<file path="config.mk">
export PLATFORM = sky130hd
export DESIGN_NAME = ex_mm_stage_flat
export DESIGN_NICKNAME = d
export VERILOG_FILES = /design/src/rtl/mips_pkg.sv /design/src/rtl/ex_mm_stage_if.sv /design/src/rtl/ex_mm_stage_load_align.sv /design/src/rtl/ex_mm_stage.sv /design/src/flat_wrapper.sv
export SDC_FILE = /design/constraint.sdc
export NUM_CORES = 1
export LEC_CHECK = 0
export ABC_AREA = 1
export CAP_MARGIN = 5
export CORE_UTILIZATION = 43
export CTS_CLUSTER_SIZE = 24
export DETAILED_ROUTE_END_ITERATION = 6
export GPL_TIMING_DRIVEN = 0
export PLACE_DENSITY = 0.91
export SLEW_MARGIN = 30
export SYNTH_ARGS = -nofsm -noshare
export SYNTH_HDL_FRONTEND = slang
export SYNTH_SLANG_ARGS = --single-unit
</file>
<file path="constraint.sdc">
create_clock -name clk -period 2.55 [get_ports clk]
set_input_delay 0.255 -clock clk [delete_from_list [all_inputs] [get_ports clk]]
set_output_delay 0.255 -clock clk [all_outputs]
set_load 0.005 [all_outputs]
</file>
<file path="src/rtl/mips_pkg.sv">
// Shared MIPS memory-op definitions for the EX/MM stage: opcodes, access size
// and the decode helpers used by the stage and its load aligner.
package mips_pkg;

    localparam logic [5:0] OP_LB  = 6'h20;
    localparam logic [5:0] OP_LH  = 6'h21;
    localparam logic [5:0] OP_LW  = 6'h23;
    localparam logic [5:0] OP_LBU = 6'h24;
    localparam logic [5:0] OP_LHU = 6'h25;
    localparam logic [5:0] OP_SB  = 6'h28;
    localparam logic [5:0] OP_SH  = 6'h29;
    localparam logic [5:0] OP_SW  = 6'h2B;

    typedef enum logic [1:0] {SZ_B, SZ_H, SZ_W} mem_size_e;

    function automatic logic is_load(input logic [5:0] op);
        return op inside {OP_LB, OP_LH, OP_LW, OP_LBU, OP_LHU};
    endfunction

    function automatic logic is_store(input logic [5:0] op);
        return op inside {OP_SB, OP_SH, OP_SW};
    endfunction

    function automatic mem_size_e op_size(input logic [5:0] op);
        mem_size_e sz;
        case (op)
            OP_LB, OP_LBU, OP_SB: sz = SZ_B;
            OP_LH, OP_LHU, OP_SH: sz = SZ_H;
            default:              sz = SZ_W;
        endcase
        return sz;
    endfunction

    // Only meaningful for memory ops; byte accesses can never be misaligned.
    function automatic logic is_misaligned(input logic [5:0] op, input logic [1:0] a);
        logic mis;
        case (op_size(op))
            SZ_H:    mis = a[0];
            SZ_W:    mis = (a != 2'b00);
            default: mis = 1'b0;
        endcase
        return mis;
    endfunction

endpackage

</file>
<file path="src/rtl/ex_mm_stage_if.sv">
// Data-memory port of the EX/MM stage: request/response handshake with a
// variable-latency memory.
interface ex_mm_stage_if;

    logic        dmem_req;
    logic        dmem_we;
    logic [31:0] dmem_addr;
    logic [3:0]  dmem_be;
    logic [31:0] dmem_wdata;
    logic        dmem_ready;
    logic [31:0] dmem_rdata;

    modport master (
        output dmem_req, dmem_we, dmem_addr, dmem_be, dmem_wdata,
        input  dmem_ready, dmem_rdata
    );

    modport slave (
        input  dmem_req, dmem_we, dmem_addr, dmem_be, dmem_wdata,
        output dmem_ready, dmem_rdata
    );

endinterface

</file>
<file path="src/rtl/ex_mm_stage_load_align.sv">
// Big-endian load lane selection and sign/zero extension of a memory read word.
module load_align
    import mips_pkg::*;
(
    input  logic [31:0] rdata,
    input  logic [1:0]  addr,
    input  mem_size_e   size,
    input  logic        sgn,
    output logic [31:0] data
);

    logic [7:0]  byte_sel;
    logic [15:0] half_sel;

    // Byte address 0 lives in bits 31:24.
    always_comb begin
        byte_sel = rdata[31:24];
        case (addr)
            2'd0: byte_sel = rdata[31:24];
            2'd1: byte_sel = rdata[23:16];
            2'd2: byte_sel = rdata[15:8];
            2'd3: byte_sel = rdata[7:0];
            default: byte_sel = rdata[31:24];
        endcase
        half_sel = addr[1] ? rdata[15:0] : rdata[31:16];
    end

    always_comb begin
        case (size)
            SZ_B:    data = {{24{sgn & byte_sel[7]}}, byte_sel};
            SZ_H:    data = {{16{sgn & half_sel[15]}}, half_sel};
            default: data = rdata;
        endcase
    end

endmodule

</file>
<file path="src/rtl/ex_mm_stage.sv">
// EX/MM pipeline register and data-memory access controller: issues loads and
// stores, stalls the front end on memory wait states, aligns load data.
module ex_mm_stage
    import mips_pkg::*;
#(
    parameter int TIMEOUT_CYCLES = 16,
    parameter int CNT_W          = 5
) (
    input  logic        clk,
    input  logic        rst_n,
    input  logic        valid_ex,
    input  logic        flush,
    input  logic [5:0]  opcode_ex,
    input  logic [31:0] pc_ex,
    input  logic [31:0] alu_result_ex,
    input  logic [31:0] store_data_ex,
    input  logic [4:0]  wr_num_ex,
    input  logic        wr_en_reg_ex,
    output logic        stall_mm,
    ex_mm_stage_if.master dmem,
    output logic [5:0]  opcode_ex_mm,
    output logic [31:0] pc_ex_mm,
    output logic [31:0] data_out_alu_ex_mm,
    output logic [4:0]  wr_num_ex_mm,
    output logic        wr_en_reg_ex_mm,
    output logic [31:0] data_out_mem,
    output logic        mem_fault
);

    typedef enum logic {IDLE, ACCESS} state_e;

    state_e            state;
    logic              vld_p0;
    logic [5:0]        opcode_p0;
    logic [31:0]       pc_p0;
    logic [31:0]       alu_p0;
    logic [31:0]       sdata_p0;
    logic [4:0]        wr_num_p0;
    logic              wr_en_p0;
    logic [CNT_W-1:0]  cnt;

    logic              in_vld;
    logic              in_access;
    logic              at_limit;
    logic              timeout;
    logic              misalign_p0;
    logic              load_sgn;
    mem_size_e         load_size;
    logic [31:0]       load_val;

    assign in_vld    = valid_ex & ~flush;
    assign in_access = in_vld && (is_load(opcode_ex) || is_store(opcode_ex))
                       && !is_misaligned(opcode_ex, alu_result_ex[1:0]);

    // Last permitted wait cycle: a missing ready here abandons the access.
    assign at_limit  = (cnt == CNT_W'(TIMEOUT_CYCLES - 1));
    assign timeout   = (state == ACCESS) && at_limit && !dmem.dmem_ready;
    assign stall_mm  = (state == ACCESS) && !dmem.dmem_ready && !at_limit;

    assign misalign_p0 = vld_p0 && (is_load(opcode_p0) || is_store(opcode_p0))
                         && is_misaligned(opcode_p0, alu_p0[1:0]);
    assign mem_fault   = misalign_p0 | timeout;

    assign load_size = op_size(opcode_p0);
    assign load_sgn  = (opcode_p0 == OP_LB) || (opcode_p0 == OP_LH);

    load_align u_load_align (
        .rdata (dmem.dmem_rdata),
        .addr  (alu_p0[1:0]),
        .size  (load_size),
        .sgn   (load_sgn),
        .data  (load_val)
    );

    // EX -> MM register boundary, FSM and wait counter
    always_ff @(posedge clk or negedge rst_n) begin
        if (!rst_n) begin
            state        <= IDLE;
            vld_p0       <= 1'b0;
            opcode_p0    <= '0;
            pc_p0        <= '0;
            alu_p0       <= '0;
            sdata_p0     <= '0;
            wr_num_p0    <= '0;
            wr_en_p0     <= 1'b0;
            cnt          <= '0;
            data_out_mem <= '0;
        end else begin
            if (!stall_mm) begin
                vld_p0    <= in_vld;
                opcode_p0 <= in_vld ? opcode_ex : 6'd0;
                wr_en_p0  <= in_vld & wr_en_reg_ex;
                pc_p0     <= pc_ex;
                alu_p0    <= alu_result_ex;
                sdata_p0  <= store_data_ex;
                wr_num_p0 <= wr_num_ex;
                cnt       <= '0;
                state     <= in_access ? ACCESS : IDLE;
            end else begin
                cnt <= cnt + 1'b1;
            end
            if ((state == ACCESS) && dmem.dmem_ready && is_load(opcode_p0))
                data_out_mem <= load_val;
        end
    end

    // MM outputs: memory port and MM/WB fields
    assign dmem.dmem_req  = (state == ACCESS);
    assign dmem.dmem_we   = dmem.dmem_req && is_store(opcode_p0);
    assign dmem.dmem_addr = dmem.dmem_req ? {alu_p0[31:2], 2'b00} : 32'd0;

    always_comb begin
        dmem.dmem_be    = 4'b0000;
        dmem.dmem_wdata = 32'd0;
        if (dmem.dmem_req && is_store(opcode_p0)) begin
            case (opcode_p0)
                OP_SB: begin
                    dmem.dmem_be    = 4'b1000 >> alu_p0[1:0];
                    dmem.dmem_wdata = {4{sdata_p0[7:0]}};
                end
                OP_SH: begin
                    dmem.dmem_be    = alu_p0[1] ? 4'b0011 : 4'b1100;
                    dmem.dmem_wdata = {2{sdata_p0[15:0]}};
                end
                default: begin
                    dmem.dmem_be    = 4'b1111;
                    dmem.dmem_wdata = sdata_p0;
                end
            endcase
        end
    end

    // Stalled cycles look like bubbles downstream so each op retires once.
    assign opcode_ex_mm       = stall_mm ? 6'd0 : opcode_p0;
    assign wr_en_reg_ex_mm    = wr_en_p0 & ~stall_mm & ~mem_fault;
    assign pc_ex_mm           = pc_p0;
    assign data_out_alu_ex_mm = alu_p0;
    assign wr_num_ex_mm       = wr_num_p0;

endmodule

</file>
<file path="src/flat_wrapper.sv">
// flat-port wrapper written by rule: the top's interface ports become plain ports
module ex_mm_stage_flat import mips_pkg::*;
#(
    parameter int TIMEOUT_CYCLES = 16,
    parameter int CNT_W          = 5
)
  (clk, rst_n, valid_ex, flush, opcode_ex, pc_ex, alu_result_ex, store_data_ex, wr_num_ex, wr_en_reg_ex, stall_mm, opcode_ex_mm, pc_ex_mm, data_out_alu_ex_mm, wr_num_ex_mm, wr_en_reg_ex_mm, data_out_mem, mem_fault, dmem_dmem_req, dmem_dmem_we, dmem_dmem_addr, dmem_dmem_be, dmem_dmem_wdata, dmem_dmem_ready, dmem_dmem_rdata);
  ex_mm_stage_if dmem_i ();
  input  logic clk;
  input  logic rst_n;
  input  logic valid_ex;
  input  logic flush;
  input  logic [5:0] opcode_ex;
  input  logic [31:0] pc_ex;
  input  logic [31:0] alu_result_ex;
  input  logic [31:0] store_data_ex;
  input  logic [4:0] wr_num_ex;
  input  logic wr_en_reg_ex;
  output logic stall_mm;
  output logic [5:0] opcode_ex_mm;
  output logic [31:0] pc_ex_mm;
  output logic [31:0] data_out_alu_ex_mm;
  output logic [4:0] wr_num_ex_mm;
  output logic wr_en_reg_ex_mm;
  output logic [31:0] data_out_mem;
  output logic mem_fault;
  output wire logic [$bits(dmem_i.dmem_req)-1:0] dmem_dmem_req;
  output wire logic [$bits(dmem_i.dmem_we)-1:0] dmem_dmem_we;
  output wire logic [$bits(dmem_i.dmem_addr)-1:0] dmem_dmem_addr;
  output wire logic [$bits(dmem_i.dmem_be)-1:0] dmem_dmem_be;
  output wire logic [$bits(dmem_i.dmem_wdata)-1:0] dmem_dmem_wdata;
  input wire logic [$bits(dmem_i.dmem_ready)-1:0] dmem_dmem_ready;
  input wire logic [$bits(dmem_i.dmem_rdata)-1:0] dmem_dmem_rdata;
  assign dmem_dmem_req = dmem_i.dmem_req;
  assign dmem_dmem_we = dmem_i.dmem_we;
  assign dmem_dmem_addr = dmem_i.dmem_addr;
  assign dmem_dmem_be = dmem_i.dmem_be;
  assign dmem_dmem_wdata = dmem_i.dmem_wdata;
  assign dmem_i.dmem_ready = dmem_dmem_ready;
  assign dmem_i.dmem_rdata = dmem_dmem_rdata;
  ex_mm_stage #(.TIMEOUT_CYCLES(TIMEOUT_CYCLES), .CNT_W(CNT_W)) u_core (.clk(clk), .rst_n(rst_n), .valid_ex(valid_ex), .flush(flush), .opcode_ex(opcode_ex), .pc_ex(pc_ex), .alu_result_ex(alu_result_ex), .store_data_ex(store_data_ex), .wr_num_ex(wr_num_ex), .wr_en_reg_ex(wr_en_reg_ex), .stall_mm(stall_mm), .dmem(dmem_i), .opcode_ex_mm(opcode_ex_mm), .pc_ex_mm(pc_ex_mm), .data_out_alu_ex_mm(data_out_alu_ex_mm), .wr_num_ex_mm(wr_num_ex_mm), .wr_en_reg_ex_mm(wr_en_reg_ex_mm), .data_out_mem(data_out_mem), .mem_fault(mem_fault));
endmodule
</file>
==> results of run 1 <==
## power groups by stage
stage	Clock (µW)	Combinational, µW	Sequential [µW]
2_1_floorplan	0	296	2610
3_3_place_gp	0	908	2620
3_5_place_dp	0	937	2620
4_1_cts	2500	959	2580
5_1_grt	2590	1050	2600
6_report	2480	964	2580
## kinds of logic after synthesis
| kind of cell | after synthesis | share of synthesized area [%] |
|---|---|---|
| adder cells (fa/ha/maj) | 2 | 0.3295 |
| buffers and inverters | 137 | 7.597 |
| AO/OA/AOI/OAI | 48 | 3.362 |
| flip-flops | 147 | 48.45 |
| other | 1 | 0.04939 |
| AND/OR/NAND/NOR | 735 | 40.21 |
## worst max-delay path: stages, from the launching register on
cell             delay, ns
dfrtp_1               0.39
inv_1                 0.08
nand2_1               0.07
inv_2                 0.08
o211ai_1              0.14
nor2_2                0.22
buf_6                 0.14
buf_12                0.12
o21ai_2               0.07
inv_1                 0.06
clkdlybuf4s50_1       0.49
## path summary, 6_finish.rpt
kind | start | endpoint | slack (ns) | cells after the start
min in group clk | alu_result_ex[10] | u_core.data_out_alu_ex_mm[10]$_DFFE_PN0N_ | 0.36 | 3
min reg2reg | u_core.pc_ex_mm[15]$_DFFE_PN0N_ | u_core.pc_ex_mm[15]$_DFFE_PN0N_ | 0.47 | 2
max | u_core.opcode_p0[2]$_DFFE_PN0N_ | dmem_dmem_be[0] | 0.03 | 10
max reg2reg | u_core.cnt[0]$_DFF_PN0_ | u_core.sdata_p0[9]$_DFFE_PN0N_ | 0.20 | 13
min | rst_n | u_core.data_out_mem[10]$_DFFE_PN0P_ | 0.36 | 2
max in group asynchronous | rst_n | u_core.pc_ex_mm[23]$_DFFE_PN0N_ | 1.39 | 3
## through the flow
step	setup TNS [ns]	power [µW]	hold WS (ns)	instance area, µm²	worst slack (ns)
6_report	0	6023	0.3627	12060	0.02771
5_1_grt	-0.1326	6246	0.3647	12060	-0.04895
4_1_cts	-0.01081	6042	0.3467	11960	-0.01081
3_5_place_dp	-0.7246	3558	0.2318	11130	-0.1362
3_3_place_gp	-670.29	3524	0.4452	11100	-4.569
2_1_floorplan	0	2906	-0.04059	7596	0.7721
## sequential cells by signal, summed over array words and instances (netlist names)
register                   flops
u_core.data_out_alu_ex_mm     32
u_core.data_out_mem           32
u_core.pc_ex_mm               32
u_core.sdata_p0               32
u_core.opcode_p0               6
u_core.cnt                     5
u_core.wr_num_ex_mm            5
u_core.dmem.dmem_req           1
u_core.vld_p0                  1
u_core.wr_en_p0                1
## repair_timing
action | 4_1_cts | 5_1_grt
cloned | 0 | 0
hold endpoints to repair | 65 | 0
pin swaps | 4 | 1
gates resized for setup | 66 | 32
hold buffers | 1 | 0
setup endpoints to repair | 45 | 50
setup buffers | 19 | 1
## final cells by class
class,count,area share (%)
plain buffers,50,2.583
multi-input cells,787,28.31
inverters,86,2.770
clock buffers,17,3.527
repair buffers,344,28.62
flip-flops and latches,147,30.54
clock inverters,15,1.286
well taps,225,2.334
diodes,1,0.02075
## metal layers
metal  vias up  wire [µm]
met2       463      13910
met5         -          0
met3       114       2722
li1       3954          -
met1      3952       9631
met4         0       1729
## layout by cell type (no fill, tap or decap), types with 3 or more instances in the layout
cell type,n
o21ai_0,18
nor2_4,16
nand3_2,4
a21oi_2,3
inv_1,72
buf_1,4
nand3_1,51
clkdlybuf4s50_1,279
nand2_2,5
o22ai_1,3
clkbuf_2,3
clkbuf_16,17
buf_2,13
buf_12,4
inv_2,9
nor2_1,92
dfrtp_2,4
clkbuf_1,17
buf_6,5
inv_6,5
buf_4,22
a21oi_1,17
nand2_1,535
nand2_4,5
inv_8,7
nand4_1,8
dlygate4sd2_1,25
nor2_2,17
dlymetal6s2s_1,16
dfrtp_1,143
==> out/summary.txt, run 1 <==
Port Buffers: 322
Clk pin slew, worst setup/hold paths: 0.06 ns
Slew HR: 64.41%
Clock Root Buffer: clkbuf_16
First-pass GRT wire length: 43010 µm
RSZ-0062 raised after global routing: true
Chip width: 134.9 µm
Clock Skews: 0.01575 ns
Final WL: 27990 µm
Sequential cell area: 0.003684 mm²
Final Core Density: 69.73%
Worst-Skew Late Latency: 0.42 ns
Vias: 8483
Initial antenna violation count: 1
Sequential share of the synthesized area: 48.45%
CP Launch Type: flip-flop
Sw Ratio: 28.10%
Post-route ant nets: 0
Most Crowded Layer GR: met2
Sequential Power Share: 42.9%
Share of Yosys cell area claimed by the top area cell type: 48.45%
Drt first pass iters: 5
Synth unique cells: 30
Hold Crit Class: primary input to async pin
Initial DRC Count: 605
Psw: 1693 µW
Met2 usage: 53.06%
# DRC: 0
Yosys top cell by area: dfrtp_1
Area growth, synth to finish: 58.85%
Pin count of the biggest net entering global routing: 83
Endpoints failing hold: 0
Top-count cell post-synth: nand2_1
Worst Path Required: 2.30 ns
Synth area leaders: dfrtp_1 (48%), nand2_1 (26%), nor2_1 (4.8%)
Least-Margin Pin Slew: 0.5338 ns
Die area: 0.01819 mm²
Tcrit/Tclk final: 98.91%
Met3 Track Usage GR: 8.071%
Die span in y: 134.9 µm
Logic pwr share: 16.0%
DP Wirelength: 21220 µm
Max VDD drop: 0.4479 mV
Routed length per instance: 16.74 µm
Clock Power Share: 41.1%
FILL cells: 1339
Avg Inst Size Synth: 7.096 µm²
H-tree levels: 4
Flops & latches, synth: 147
Crit. End Element: output port
Ports: 325
Setup violators final: 0
Number of synthesized flops with an enable pin: 0
Core area: 0.01730 mm²
Synth cell count leaders: nand2_1 (536), dfrtp_1 (147), nor2_1 (97), inv_1 (73), nand3_1 (52)
Fin crit period: 2.522 ns
Multi-input gate area: 0.003415 mm²
Maximum clock path buffer count: 2
Cells after DPL: 1619
Lkg Pwr: 0.006408 µW
Top_reg_cell synth: dfrtp_1
GPL Wtd Cong: 0.9258
GRT Overall Usage: 31.22%
Final net count: 1580
Row Count: 48
Share of cells above drive strength 1: 10.65%
Outcome: completed
Max-slew violation count: 0
Max-Cap Viols: 0
Vias in the first global route: 8430
Total CTS buffers: 17
Cells after synthesis: 1070
Met1 Usage GRT: 34.93%
Achievable clock frequency: 396.5 MHz
Synthesized cell area: 0.007592 mm²
Yosys warning count: 0
TritonCTS clock tree: yes
Initial core utilization: 43.89%
Ys async rst share: 100.0%
WS Path Type: flip-flop to output port
Remaining Overflow, GRT: 0
Critical Path AT: 2.27 ns
Pint: 4331 µW
Fin cells: 1672
Critical path fanouts, max: 10
Routed vias/inst: 5.074
Pwr Density: 499.4 mW/mm²
Clock sinks: 147
Power figures use the tool's default switching activity.
==> run 2, diff against run 1 <==
--- a/config.mk
+++ b/config.mk
@@ -12,7 +12,6 @@
 export DETAILED_ROUTE_END_ITERATION = 6
 export GPL_TIMING_DRIVEN = 0
 export PLACE_DENSITY = 0.91
-export SLEW_MARGIN = 30
 export SYNTH_ARGS = -nofsm -noshare
 export SYNTH_HDL_FRONTEND = slang
 export SYNTH_SLANG_ARGS = --single-unit
==> run 2 against run 1 <==
- via count shrank 0.58%
- final cell count fell by 0.30%
- clock-buffer cell count stayed put
- maximum frequency down 0.58%
- power is 0.33% lower
- clock power hardly changed
- first-iteration DRC count down 18%
- clock skew is 0.0037 ns lower
- largest cell class unchanged
- highest routed layer unchanged
==> out/summary.txt, run 2 (synthesis results as in run 1) <==
Clock Skews: 0.01207 ns
Hold EP: u_core.data_out_alu_ex_mm[10]$_DFFE_PN0N_
Max-Cap Viols: 0
Vias in the first global route: 8444
Worst Path Required: 2.30 ns
Port Buffers: 322
Clock Root Buffer: clkbuf_16
Hold path startpoint: alu_result_ex[10]
R2R cell count: 11
Outcome: completed
Total power draw: 6004 µW
# DRC: 0
DP Wirelength: 21200 µm
Least-Margin Pin Slew: 0.6432 ns
RSZ-0062 raised after global routing: true
Crit. End Element: output port
Core area: 0.01730 mm²
Initial core utilization: 43.89%
Row Count: 48
Routed length per instance: 16.63 µm
Worst-Skew Late Latency: 0.43 ns
Pin count of the biggest net entering global routing: 83
Max-slew violation count: 0
Final WL: 27720 µm
Pre-CTS WS: -0.1406 ns
Hold Crit Class: primary input to flip-flop
Maximum clock path buffer count: 2
Lkg Pwr: 0.006381 µW
Pwr Density: 501.2 mW/mm²
Sequential cell area: 0.003684 mm²
First-pass GRT wire length: 42610 µm
H-tree levels: 4
Hold_ws: 0.3607 ns
Ports: 325
Multi-input gate area: 0.003411 mm²
Setup violators final: 0
Initial antenna violation count: 0
Final net count: 1576
Drt first pass iters: 5
Routed vias/inst: 5.059
CP Launch Type: flip-flop
Reg2reg end: u_core.sdata_p0[14]$_DFFE_PN0N_
Clk pin slew, worst setup/hold paths: 0.07 ns
Achievable clock frequency: 394.2 MHz
Remaining Overflow, GRT: 0
Share of cells above drive strength 1: 10.12%
GRT Overall Usage: 30.85%
R2R Path Start: u_core.cnt[1]$_DFF_PN0_
Worst hold stages: 3
Tcrit/Tclk final: 99.49%
Vias: 8434
Critical Path AT: 2.28 ns
Total CTS buffers: 17
Initial DRC Count: 497
Setup ws final: 0.01294 ns
Die span in y: 134.9 µm
Slew HR: 57.12%
Antenna diodes: 0
GPL Wtd Cong: 0.9258
WS Path Type: flip-flop to output port
Chip width: 134.9 µm
Max VDD drop: 0.4515 mV
Flop2flop setup slack: 0.20 ns
Most frequent cells in the layout: nand2_1 (534), clkdlybuf4s50_1 (280), dfrtp_1 (143), nor2_1 (93), inv_1 (72)
TritonCTS clock tree: yes
Die area: 0.01819 mm²
Fin crit period: 2.537 ns
Clock sinks: 147
Critical path fanouts, max: 8
Post-route ant nets: 0
Endpoints failing hold: 0
Commonest non-fill, non-tap cell in the layout: nand2_1
Area growth, synth to finish: 57.76%
FILL cells: 1405
Final Core Density: 69.25%
run 2: area by class of cell:
| cell class | count | share of cell area, % |
|---|---|---|
| flip-flops and latches | 147 | 30.75 |
| multi-input cells | 787 | 28.48 |
| repair buffers | 341 | 28.47 |
| clock buffers | 17 | 3.552 |
| inverters | 86 | 2.758 |
| plain buffers | 49 | 2.371 |
| well taps | 225 | 2.350 |
| clock inverters | 15 | 1.274 |
run 2: worst max-delay path by stage:
stage / cells past startpoint / slack [ns] / end / from
floorplan: 9 / 0.77 / opcode_ex_mm[0] / u_core.cnt[0]$_DFF_PN0_
global placement: 1 / -4.57 / u_core.pc_ex_mm[6]$_DFFE_PN0N_ / rst_n
detailed placement: 10 / -0.14 / opcode_ex_mm[1] / u_core.cnt[0]$_DFF_PN0_
CTS: 9 / 0.003 / dmem_dmem_be[1] / u_core.opcode_p0[5]$_DFFE_PN0N_
global route: 6 / -0.07 / wr_en_reg_ex_mm / u_core.data_out_alu_ex_mm[0]$_DFFE_PN0N_
finish: 6 / 0.01 / wr_en_reg_ex_mm / u_core.data_out_alu_ex_mm[0]$_DFFE_PN0N_
run 2: worst max-delay path: stages (launching register included):
cell	delay (ns)
dfrtp_1	0.47
nor2_2	0.36
inv_2	0.12
nand3_1	0.16
a21oi_4	0.05
a21oi_1	0.17
clkdlybuf4s50_1	0.53
run 2: per-layer routing:
| layer | global-route usage [%] | up-vias | part of all wire, % |
|---|---|---|---|
| met2 | 54.47 | 442 | 51 |
| met5 | 0 | - | 0 |
| met3 | 7.057 | 104 | 9.2 |
| met4 | 16.85 | 0 | 5.3 |
| li1 | - | 3960 | - |
| met1 | 34.39 | 3928 | 35 |
run 2: stage by stage:
step           instance area [µm²]  TNS (ns)  cells
2_1_floorplan                 7596         0   1071
3_3_place_gp                 11100   -670.29   1618
3_5_place_dp                 11130   -0.7653   1619
4_1_cts                      11910         0   1667
5_1_grt                      11980  -0.09570   1667
6_report                     11980         0   1667
run 2: timing repair:
action                                  CTS  global route
endpoints found under the setup margin   44            32
hold buffers                              1             0
setup buffers                            16             1
pin swaps                                 5             4
gates resized for setup                  59            27
hold endpoints to repair                 65             0
run 2: power breakdown:
part	switching, µW	leakage (µW)	internal, µW
Clock	1150	0.000285	1310
Sequential	109	0.00180	2480
Combinational	421	0.00429	534
==> run 3, diff against run 2 <==
--- a/config.mk
+++ b/config.mk
@@ -7,11 +7,12 @@
 export LEC_CHECK = 0
 export ABC_AREA = 1
 export CAP_MARGIN = 5
-export CORE_UTILIZATION = 43
+export CORE_UTILIZATION = 44
+export CTS_BUF_LIST = sky130_fd_sc_hd__clkbuf_4 sky130_fd_sc_hd__clkbuf_8
 export CTS_CLUSTER_SIZE = 24
 export DETAILED_ROUTE_END_ITERATION = 6
 export GPL_TIMING_DRIVEN = 0
-export PLACE_DENSITY = 0.91
+export PLACE_DENSITY = 0.93
 export SYNTH_ARGS = -nofsm -noshare
 export SYNTH_HDL_FRONTEND = slang
 export SYNTH_SLANG_ARGS = --single-unit
==> run 3 against run 2 <==
- sequential power about the same
- first-iteration DRC count increased by 5.2%
- non-clock buffer count increased by 4
- maximum frequency decreased by 0.45%
- critical endpoint is now dmem_dmem_wdata[17]
- largest power group unchanged
- highest routed layer unchanged
==> out/summary.txt, run 3 (synthesis results as in run 1) <==
Worst-Skew Late Latency: 0.45 ns
H-tree levels: 4
Outcome: completed
Worst path max stage delay: 0.52 ns
Non-Filler Cell Area, Final: 0.01187 mm²
Total CTS buffers: 17
Met1 Usage GRT: 35.33%
Met3 Track Usage GR: 9.018%
TritonCTS clock tree: yes
Final Core Density: 71.06%
Remaining Overflow, GRT: 0
Clock sinks: 147
Post-route ant nets: 0
Tcrit/Tclk final: 99.94%
Hold Crit Class: primary input to async pin
Share of cells above drive strength 1: 10.73%
Hold_ws: 0.3131 ns
Fin crit period: 2.548 ns
Cells after DPL: 1614
Slew HR: 62.74%
Crit. End Element: output port
RSZ-0062 raised after global routing: true
CP Launch Type: flip-flop
Clock Root Buffer: clkbuf_8
Multi-input gate area: 0.003433 mm²
Area growth, synth to finish: 56.31%
Core area: 0.01670 mm²
Final WL: 27990 µm
Setup violators final: 0
Pwr Density: 474.8 mW/mm²
Family with the most delay on the worst path: buffers and inverters
First-pass GRT wire length: 43860 µm
WS Path Type: flip-flop to output port
Buffers and inverters on the worst path: 3
Endpoints failing hold: 0
CP dominant cell by count: nand2_4
Placed cell area: 0.01112 mm²
DP Wirelength: 21550 µm
Most Crowded Layer GR: met2
Commonest non-fill, non-tap cell in the layout: nand2_1
Initial antenna violation count: 1
Cell with the largest stage delay on the worst path: clkdlybuf4s50_1
Chip width: 133.4 µm
Vias: 8387
R2R cell count: 12
GPL Wtd Cong: 0.9097
Max-Cap Viols: 0
Critical Path AT: 2.29 ns
Routed vias/inst: 5.034
# DRC: 0
Worst Path Required: 2.30 ns
Drt first pass iters: 5
Routed length per instance: 16.80 µm
Final net count: 1580
Lkg Pwr: 0.006188 µW
Fin cells: 1666
Row Count: 47
Initial DRC Count: 523
Vias in the first global route: 8615
Initial core utilization: 45.46%
Crit path depth: 9
Die span in y: 133.4 µm
Max VDD drop: 0.2931 mV
Port Buffers: 322
Met2 usage: 56.51%
Max-slew violation count: 0
Maximum clock path buffer count: 2
Crit-path cells: inv_2, nand2_2, nor2_4, nand2_4, nand2_4, buf_8, nand2_1, a21oi_2, clkdlybuf4s50_1
Clock Skews: 0.01471 ns
Least-Margin Pin Slew: 0.5589 ns
Ports: 325
R2R Path Start: u_core.cnt[1]$_DFF_PN0_
GRT Overall Usage: 32.39%
Achievable clock frequency: 392.4 MHz
Clk pin slew, worst setup/hold paths: 0.08 ns
Sequential cell area: 0.003682 mm²
Worst setup path start: u_core.opcode_p0[1]$_DFFE_PN0N_
Pin count of the biggest net entering global routing: 99
Critical path fanouts, max: 10
FILL cells: 1299
Most frequent cells in the layout: nand2_1 (534), clkdlybuf4s50_1 (280), dfrtp_1 (144), nor2_1 (90), inv_1 (71)
Die area: 0.01778 mm²
## run 3: cell types whose count changed in the layout (fill, tap and decap cells not counted), sizes merged, moves of 3 or more
cell	previous run	this run
clkbuf	36	41
bufinv	0	4
buf	49	52
dlymetal6s2s	17	5
inv	96	86
dlygate4sd2	24	36
## run 3: report_power, final
part | switching, µW | leakage [µW] | internal [µW]
Clock | 930 | 0.000223 | 1160
Sequential | 111 | 0.00181 | 2470
Combinational | 422 | 0.00416 | 537
Total | 1460 | 0.00619 | 4170
## run 3: repair_timing
item / in CTS / in global routing
hold buffers: 1 / 0
setup buffers: 15 / 5
cloned: 1 / 0
resized for setup: 77 / 18
pin swaps: 4 / 3
setup endpoints to repair: 44 / 40
endpoints found under the hold margin: 49 / 0
## run 3: path summary, 6_finish.rpt
kind,endpoint,slack [ns]
setup / recovery,dmem_dmem_wdata[17],0.002
hold / removal,u_core.data_out_mem[14]$_DFFE_PN0P_,0.31
setup reg to reg,u_core.wr_num_ex_mm[2]$_DFFE_PN0N_,0.22
hold reg to reg,u_core.pc_ex_mm[4]$_DFFE_PN0N_,0.48
max in group asynchronous,u_core.sdata_p0[5]$_DFFE_PN0N_,1.39
min in group clk,u_core.data_out_alu_ex_mm[25]$_DFFE_PN0N_,0.33
## run 3: metal layers
layer,share of wire [%],wire (µm),vias up
met4,5.3,1491,0
li1,-,-,3964
met2,51,14180,441
met3,8.8,2455,81
met1,35,9854,3901
met5,0,0,-
## run 3: per-stage QoR
| stage | setup TNS, ns | setup slack [ns] | total power (µW) |
|---|---|---|---|
| after CTS | -0.07633 | -0.03005 | 5643 |
| after floorplan | 0 | 0.7721 | 2906 |
| after global placement | -670.65 | -4.576 | 3525 |
| after global routing | -0.1965 | -0.08763 | 5858 |
| after detailed placement | -0.6179 | -0.1329 | 3559 |
| final | 0 | 0.001505 | 5635 |
## run 3: area by class of cell
| type | count | area share (%) |
|---|---|---|
| diodes | 1 | 0.02109 |
| plain buffers | 49 | 2.499 |
| clock buffers | 21 | 2.383 |
| clock inverters | 10 | 1.434 |
| inverters | 86 | 2.815 |
| multi-input cells | 787 | 28.93 |
| flip-flops and latches | 147 | 31.03 |
| well taps | 220 | 2.319 |
| repair buffers | 345 | 28.57 |
